===== src/rtl/wvb_occupancy_monitor.sv =====
// wvb_occupancy_monitor: per-channel waveform buffer occupancy, overflow, almost-full and high-water tracking
module wvb_occupancy_monitor #(
  parameter int P_N_CHAN    = 8,
  parameter int P_ADR_WIDTH = 12,
  parameter int P_CNT_WIDTH = 16
) (
  input  logic                            clk,
  input  logic                            rst_n,
  input  logic [P_N_CHAN*P_ADR_WIDTH-1:0] wvb_wr_addr,
  input  logic [P_N_CHAN*P_ADR_WIDTH-1:0] wvb_stop_addr,
  input  logic [P_N_CHAN-1:0]             wvb_rddone,
  input  logic [P_N_CHAN-1:0]             hdr_full,
  input  logic [15:0]                     thresh_hi,
  input  logic [15:0]                     thresh_lo,
  input  logic [P_N_CHAN-1:0]             ovf_clr,
  input  logic [P_N_CHAN-1:0]             hwm_clr,
  output logic [P_N_CHAN-1:0]             overflow,
  output logic                            any_overflow,
  output logic [P_N_CHAN*16-1:0]          wvb_wused,
  output logic [P_N_CHAN-1:0]             almost_full,
  output logic [P_N_CHAN-1:0]             ovf_sticky,
  output logic [P_N_CHAN*P_CNT_WIDTH-1:0] ovf_cnt,
  output logic [P_N_CHAN*16-1:0]          wused_hwm
);
  localparam int A = P_ADR_WIDTH;
  localparam int C = P_CNT_WIDTH;
  assign any_overflow = |overflow;
  for (genvar c = 0; c < P_N_CHAN; c++) begin : g_chan
    logic [A-1:0]  w_wr, w_next_rd, r_last_rd, r_wr_q, r_wused_i;
    logic          r_full, r_rddone_q, r_ovf_q, r_af, r_sticky, w_edge, w_full_set;
    logic [C-1:0]  r_cnt;
    logic [15:0]   w_wused, r_hwm;
    assign w_wr       = wvb_wr_addr[c*A +: A];
    assign w_next_rd  = r_last_rd + 1'b1;
    assign overflow[c] = hdr_full[c] | (w_wr == r_last_rd);
    assign w_edge     = overflow[c] & ~r_ovf_q;
    // writer moved from last_rd onto next_rd: it wrapped over unread data
    assign w_full_set = (w_wr == w_next_rd) && (r_wr_q == r_last_rd);
    assign w_wused    = r_full ? 16'(1 << A) : 16'(r_wused_i);
    assign wvb_wused[c*16 +: 16] = w_wused;
    assign wused_hwm[c*16 +: 16] = r_hwm;
    assign ovf_cnt[c*C +: C]     = r_cnt;
    assign almost_full[c]        = r_af;
    assign ovf_sticky[c]         = r_sticky;
    always_ff @(posedge clk) begin
      if (!rst_n) begin
        r_last_rd  <= '1;
        r_wr_q     <= '0;
        r_wused_i  <= '0;
        r_rddone_q <= 1'b0;
        r_full     <= 1'b0;
        r_af       <= 1'b0;
        r_ovf_q    <= 1'b0;
        r_sticky   <= 1'b0;
        r_cnt      <= '0;
        r_hwm      <= '0;
      end else begin
        if (wvb_rddone[c]) r_last_rd <= wvb_stop_addr[c*A +: A];
        r_wr_q     <= w_wr;
        r_wused_i  <= w_wr - w_next_rd;
        r_rddone_q <= wvb_rddone[c];
        r_full     <= r_rddone_q ? 1'b0 : (r_full | w_full_set);
        r_af       <= (w_wused >= thresh_hi) ? 1'b1 : (w_wused < thresh_lo) ? 1'b0 : r_af;
        r_ovf_q    <= overflow[c];
        r_sticky   <= w_edge | (r_sticky & ~ovf_clr[c]);
        r_cnt      <= ovf_clr[c] ? C'(w_edge) : (w_edge && !(&r_cnt)) ? r_cnt + 1'b1 : r_cnt;
        r_hwm      <= hwm_clr[c] ? w_wused : (w_wused > r_hwm) ? w_wused : r_hwm;
      end
    end
  end
endmodule


===== config.mk =====
export PLATFORM = sky130hd
export DESIGN_NAME = wvb_occupancy_monitor
export DESIGN_NICKNAME = d
export VERILOG_FILES = /design/src/rtl/wvb_occupancy_monitor.sv
export SDC_FILE = /design/constraint.sdc
export NUM_CORES = 2
export LEC_CHECK = 0
export BUFFER_PORTS_ARGS = -buffer_cell sky130_fd_sc_hd__clkbuf_2
export CORE_AREA = 2 2 202 353
export CTS_CLUSTER_DIAMETER = 60
export DETAILED_ROUTE_END_ITERATION = 12
export DIE_AREA = 0 0 204 355
export GPL_ROUTABILITY_DRIVEN = 0
export PLACE_DENSITY = 0.75
export SYNTH_ARGS = -nofsm -noshare
export SYNTH_HDL_FRONTEND = slang
export SYNTH_SLANG_ARGS = --single-unit

===== constraint.sdc =====
create_clock -name clk -period 2.8 [get_ports clk]
set_input_delay 0.14 -clock clk [delete_from_list [all_inputs] [get_ports clk]]
set_output_delay 0.14 -clock clk [all_outputs]
set_load 0.03 [all_outputs]

* Word-level counts from Yosys, hierarchy flattened
Index checks and enable logic that the tools add are counted. W data, S select, Z words.
Word-level totals: bits of input ports 258, register bits after elaboration 584, logic and storage cells 346
Operators by class: mux-type cells 56, bitwise logic cells 57, add/sub/neg operators 24, reductions and logical operators 73, magnitude comparators 24, eq/ne operators 24
Operator list (count):
- $eq A12 B12 Y1 | 24
- $mux W16 | 16
- $add A16 B1 Y16 const B | 8
- $ge A13 B16 Y1 | 8
- $gt A13 B16 Y1 | 8
- $lt A13 B16 Y1 | 8
- $reduce_and A16 Y1 | 8
- $mux W13 | 8
- $add A12 B1 Y12 const B | 8
- $sub A12 B12 Y12 | 8
- $reduce_bool A2 Y1 | 24
- $mux W1 | 32
- $reduce_or A2 Y1 | 16
- $or A1 B1 Y1 | 24
- $not A1 Y1 | 17
- $and A1 B1 Y1 | 16
- $logic_and A1 B1 Y1 | 16
- $logic_not A1 Y1 | 8
- $reduce_or A8 Y1 | 1

* Logic depth before layout (Yosys ltp)
word-level depth 6, gate-level depth with buffers 12

* Worst setup path before layout
Ideal clock, no wire load.
kind reg2reg, start register g_chan[5].r_full, end register g_chan[5].r_hwm[10], buffers on the path 4, library setup time 0.072 ns, stages on the path, launching flop included 13, arrival 3.203 ns, path slack -0.475 ns, cell sequence dfxtp_1 > clkbuf_1 > clkbuf_1 > nor2b_1 > ha_1 > and4_1 > nand2_1 > or4_1 > a21oi_1 > o31a_1 > buf_2 > buf_2 > mux2i_1
Between the ends: word-level cells in the longest chain between the ends 3, elaborated cells between the ends (all ways) 5, classes of those cells 1 x order compare; 3 x mux; 1 x reduce/logical
RTL lines:
- start, declared | RTL line 30 | logic r_full, r_rddone_q, r_ovf_q, r_af, r_sticky, w_edge, w_full_set;
- start signal, assigned | RTL line 62 | r_full <= r_rddone_q ? 1'b0 : (r_full | w_full_set);
- $mux W13 | RTL line 39 | assign w_wused = r_full ? 16'(1 << A) : 16'(r_wused_i);
- net wvb_wused[87] | RTL line 19 | output logic [P_N_CHAN*16-1:0] wvb_wused,
- $gt A13 B16 Y1 | RTL line 67 | r_hwm <= hwm_clr[c] ? w_wused : (w_wused > r_hwm) ? w_wused : r_hwm;
- $reduce_bool A2 Y1 (no line)
- end signal, assigned | RTL line 67
- end, declared | RTL line 32 | logic [15:0] w_wused, r_hwm;
The timed path passes the listed nets, and every way through them passes these cells. The select of a mux whose other input is x is not followed. A chain may end at the register's enable or synchronous reset.

* Final worst setup path
start register g_chan[4].r_last_rd[5], end output port any_overflow
Between the ends: word-level cells in the longest chain between the ends 3
RTL lines:
- start, declared | RTL line 29 | logic [A-1:0] w_wr, w_next_rd, r_last_rd, r_wr_q, r_wused_i;
- start signal, assigned | RTL line 58 | if (wvb_rddone[c]) r_last_rd <= wvb_stop_addr[c*A +: A];
- $eq A12 B12 Y1 | RTL line 35 | assign overflow[c] = hdr_full[c] | (w_wr == r_last_rd);
- $or A1 B1 Y1 | RTL line 35
- $reduce_or A8 Y1 | RTL line 27 | assign any_overflow = |overflow;
- end, declared | RTL line 18 | output logic any_overflow,
Every way passes these cells.

==> run_results.csv <==
group,metric,value,unit
sta,max_freq,347,MHz
sta,fin_setup_tns,-86.7,ps
setup_path,r2r-start,"g_chan[4].r_last_rd[0]$_SDFFE_PN1P_",
detailed_routing,wl_met3,9.87,mm
hold_path,holdPathEnd,"g_chan[5].r_last_rd[0]$_SDFFE_PN1P_",
detailed_routing,drt_first_pass_iters,6,
setup_path,cp.depth,8,
synthesis,syn_area,35100,um2
layout,final_cells,6024,
placed_design,dp_hpwl,93.7,mm
layout,final.fill_count,5611,
clock_tree,root_buffer,"clkbuf_16",
synthesis,async_flop_share,0,
power_and_ir_drop,peakVddDrop,0.531,mV
floorplanning,die_area,72400,um2
clock_tree,cts_buffer_depth,3,
global_routing,grt_pass1_vias,34000,
setup_path,r2r_slack,0,ps
floorplanning,start_util,0.506,
layout,areaGrowthSynthToFinish,27.4,%
global_routing,grt_max_degree,130,
layout,multi_input_area,22700,um2
setup_path,crit_path_start_kind,"register",
detailed_routing,vias,34500,
sta,finalHoldViolations,0,
synthesis,synth_cell_types,77,
sta,period_share,1.03,
synthesis,synthFlopType,"dfxtp_1",
setup_path,slowest_stage,"or4_4",
layout,fin_nets,5676,
setup_path,cp.arrival,2750,ps
detailed_routing,wl_met1,46.6,mm
layout,layout-drive-gt1-share,0.220,
hold_path,hp-class,"in -> reg",
floorplanning,rows,128,
setup_path,r2r-end,"g_chan[4].r_wused_i[11]$_SDFF_PN0_",
detailed_routing,postRouteAntennaNets,0,
global_routing,grt_pass1_wl,190,mm
clock_tree,h-tree-depth,2,
sta,slew_headroom,0.427,
global_routing,antenna_found_initial,9,
detailed_routing,drt_iter0_drc,2148,
setup_path,crit_chain,"xor2_2, nor4_4, a31oi_1, buf_4, nand4_1, buf_6, or4_4, buf_8",
synthesis,yosys.area.top_type_share,0.319,
global_routing,grt_usage,0.337,
synthesis,ys_warn_count,0,
sta,finClkSkew,27.8,ps
placed_design,placed_area,40000,um2
setup_path,cp-end-kind,"primary output",
synthesis,avgSynthCellArea,8.38,um2
sta,final_max_slew_viol_count,0,
setup_path,path_buf_inv,3,
sta,hold_ws,49.3,ps
layout,fin_area,44800,um2
hold_path,hold_start,"wvb_rddone[5]",
synthesis,synth_edf_count,0,
placed_design,port_buffers,618,
sta,rsz0062_at_grt,"yes",
synthesis,synth-seq-cells,560,
power_and_ir_drop,power-per-cell-area,661,nW/um2
hold_path,holdPathStages,2,
clock_tree,cts.sinks,560,
run,maxCapViolCount,0,
sta,min_period,2890,ps
sta,finalSetupViolations,2,
detailed_routing,wl_per_cell,21.0,um
synthesis,syn_inst,4194,
detailed_routing,drt-vias-per-instance,5.72,
setup_path,required,2660,ps
setup_path,critPathMaxStageDelay,560,ps
status,violations,"negative setup slack",
detailed_routing,finalWirelength,127,mm
sta,worst_pin_slew,852,ps
layout,final_core_util,0.644,
clock_tree,clk_latency,640,ps
setup_path,path_max_fanout,5,
layout,seqCellArea,11300,um2
synthesis,synth.top_cells.by_area,"dfxtp_1 (32%), ha_1 (12%), xor2_1 (5.7%)",
floorplanning,die_w,204,um
setup_path,reg2reg_depth,13,
power_and_ir_drop,leakagePower,19.9,nW
detailed_routing,highest_layer,"met5",
clock_tree,path_clk_slew,60,ps
synthesis,synth_largest_area_cell,"dfxtp_1",
global_routing,grt_overflow,0,
floorplanning,num_io_pins,667,
placed_design,post-place-cells,5681,
floorplanning,die_y,355,um
setup_path,cp_top_family,"simple AND/OR/NAND/NOR gates",
detailed_routing,met2_length,60.6,mm
clock_tree,numCtsBuffers,56,
status,outcome,"finished with violations",
floorplanning,coreArea,69500,um2
clock_tree,tritoncts,"yes",
sta,layout_setup_ws,-85.0,ps
setup_path,worst-setup-path-type,"reg -> out",
synthesis,seq_area_frac_synth,0.319,
detailed_routing,drc,0,
## per-layer routing
layer  GRT usage  vias up
met1       0.368    16300
met5           0        -
met3      0.0667      507
li1            -    16100
met4       0.221        2
met2       0.590     1576
## cell families after synthesis
| family | count (synthesis) | synth area share |
|---|---|---|
| and+or+nand+nor | 1567 | 0.223 |
| AOI/OAI and AO/OA | 624 | 0.111 |
| DFF | 560 | 0.319 |
| buffers and inverters | 477 | 0.0599 |
| xor gates and xnor gates | 420 | 0.105 |
| adders and majority gates | 369 | 0.132 |
| muxes | 176 | 0.0501 |
| other | 1 | 0.000107 |
## cells in the final DEF (no fill, tap or decap), types with 13 or more instances in the layout
cell,count
clkbuf_2,615
dfxtp_1,507
nand2_1,454
ha_1,337
nor2_1,302
a21oi_1,230
xor2_1,214
dlygate4sd3_1,212
inv_1,199
buf_4,192
xnor2_1,189
mux2i_1,176
nand3_1,127
and2_1,124
o21ai_0,122
nor2b_1,86
nand4_1,86
nor4_1,73
clkbuf_16,57
nor3_1,56
a21o_1,49
conb_1,48
dfxtp_2,42
nand2b_1,38
o211ai_1,32
nor2b_4,27
and4_1,27
or3_1,25
a31oi_1,24
nor2b_2,22
and3_1,21
o21a_1,19
or4_1,18
xor2_2,17
a211oi_1,17
maj3_1,17
nor4_2,16
a31o_2,13
## stage by stage
| stage | setup WS (ps) | power [W] |
|---|---|---|
| floorplan | 1.37 | 0.0174 |
| global placement | 113 | 0.0208 |
| detailed placement | 3.82 | 0.0211 |
| CTS | -47.8 | 0.0293 |
| global route | -137 | 0.0312 |
| finish | -85.0 | 0.0296 |
## worst register-to-register path, delay by kind of cell (launching register included)
| kind | cells | cell delay (ps) |
|---|---|---|
| flops | 1 | 360 |
| buf+inv | 2 | 310 |
| compound gates | 3 | 540 |
| simple gates | 4 | 560 |
| xor+xnor | 2 | 370 |
| fa+ha+maj | 2 | 540 |
## sequential cells by signal, summed over array words and instances (netlist names)
register	flops
g_chan.r_full	8
g_chan.r_sticky	8
g_chan.r_rddone_q	8
g_chan.r_wused_i	96
g_chan.r_af	8
g_chan.r_ovf_q	8
g_chan.r_hwm	104
g_chan.r_last_rd	96
g_chan.r_cnt	128
g_chan.r_wr_q	96
## timing repair
action	in CTS	in global routing
buffers inserted	13	13
pin swaps	12	24
gates resized for setup	66	79
hold buffers	212	0
cloned	0	1
hold endpoints to repair	244	0
endpoints found under the setup margin	5	68
## cell type report
cell class                      instances  share of cell area
Multi-Input combinational cell       3204               0.508
Sequential cell                       560               0.253
Tap cell                              910              0.0254
Clock buffer                           73              0.0343
Antenna cell                            6            0.000335
Timing Repair Buffer                 1036               0.154
Clock inverter                         27             0.00794
Inverter                              208              0.0176
## worst max-delay path by stage
stage | start | endpoint | slack [ps]
floorplan | g_chan[2].r_full$_SDFF_PP0_ | g_chan[2].r_hwm[10]$_SDFFE_PN0P_ | 1
global placement | g_chan[3].r_full$_SDFF_PP0_ | g_chan[3].r_hwm[12]$_SDFFE_PN0P_ | 110
detailed placement | g_chan[3].r_full$_SDFF_PP0_ | g_chan[3].r_hwm[12]$_SDFFE_PN0P_ | 4
CTS | g_chan[4].r_last_rd[6]$_SDFFE_PN1P_ | any_overflow | -50
global route | g_chan[4].r_last_rd[5]$_SDFFE_PN1P_ | any_overflow | -140
finish | g_chan[4].r_last_rd[5]$_SDFFE_PN1P_ | any_overflow | -90
## where the power goes
| group | switching, W | leakage [nW] | internal (W) |
|---|---|---|---|
| logic | 0.00733 | 14.3 | 0.00479 |
| clock network | 0.00343 | 0.925 | 0.00453 |
| registers | 0.000692 | 4.60 | 0.00880 |
| total | 0.0115 | 19.9 | 0.0181 |
## synth_stat cells (8+ instances only)
cell type	n
buf_1	11
fa_1	8
a221oi_1	10
o31ai_1	10
nand2b_1	39
a21o_1	51
xor2_1	230
nor2b_1	135
buf_2	15
nor3b_1	10
or3_1	25
a31oi_1	27
or4_1	20
o21a_1	19
mux2i_1	176
clkbuf_1	167
and2_1	124
o22ai_1	8
a31o_2	13
nand3_1	127
nor3_1	60
o21ai_0	124
dfxtp_1	560
buf_4	73
inv_1	205
maj3_1	17
xnor2_1	189
a211oi_1	17
a41oi_1	12
o21bai_1	10
and3_1	21
nand4_1	86
nand2_1	454
nor4_1	90
and4_1	27
nor2_1	307
nor4b_1	11
or2_2	9
o211ai_1	32
a21oi_1	232
ha_1	344
(Power assumes the default switching activity.)
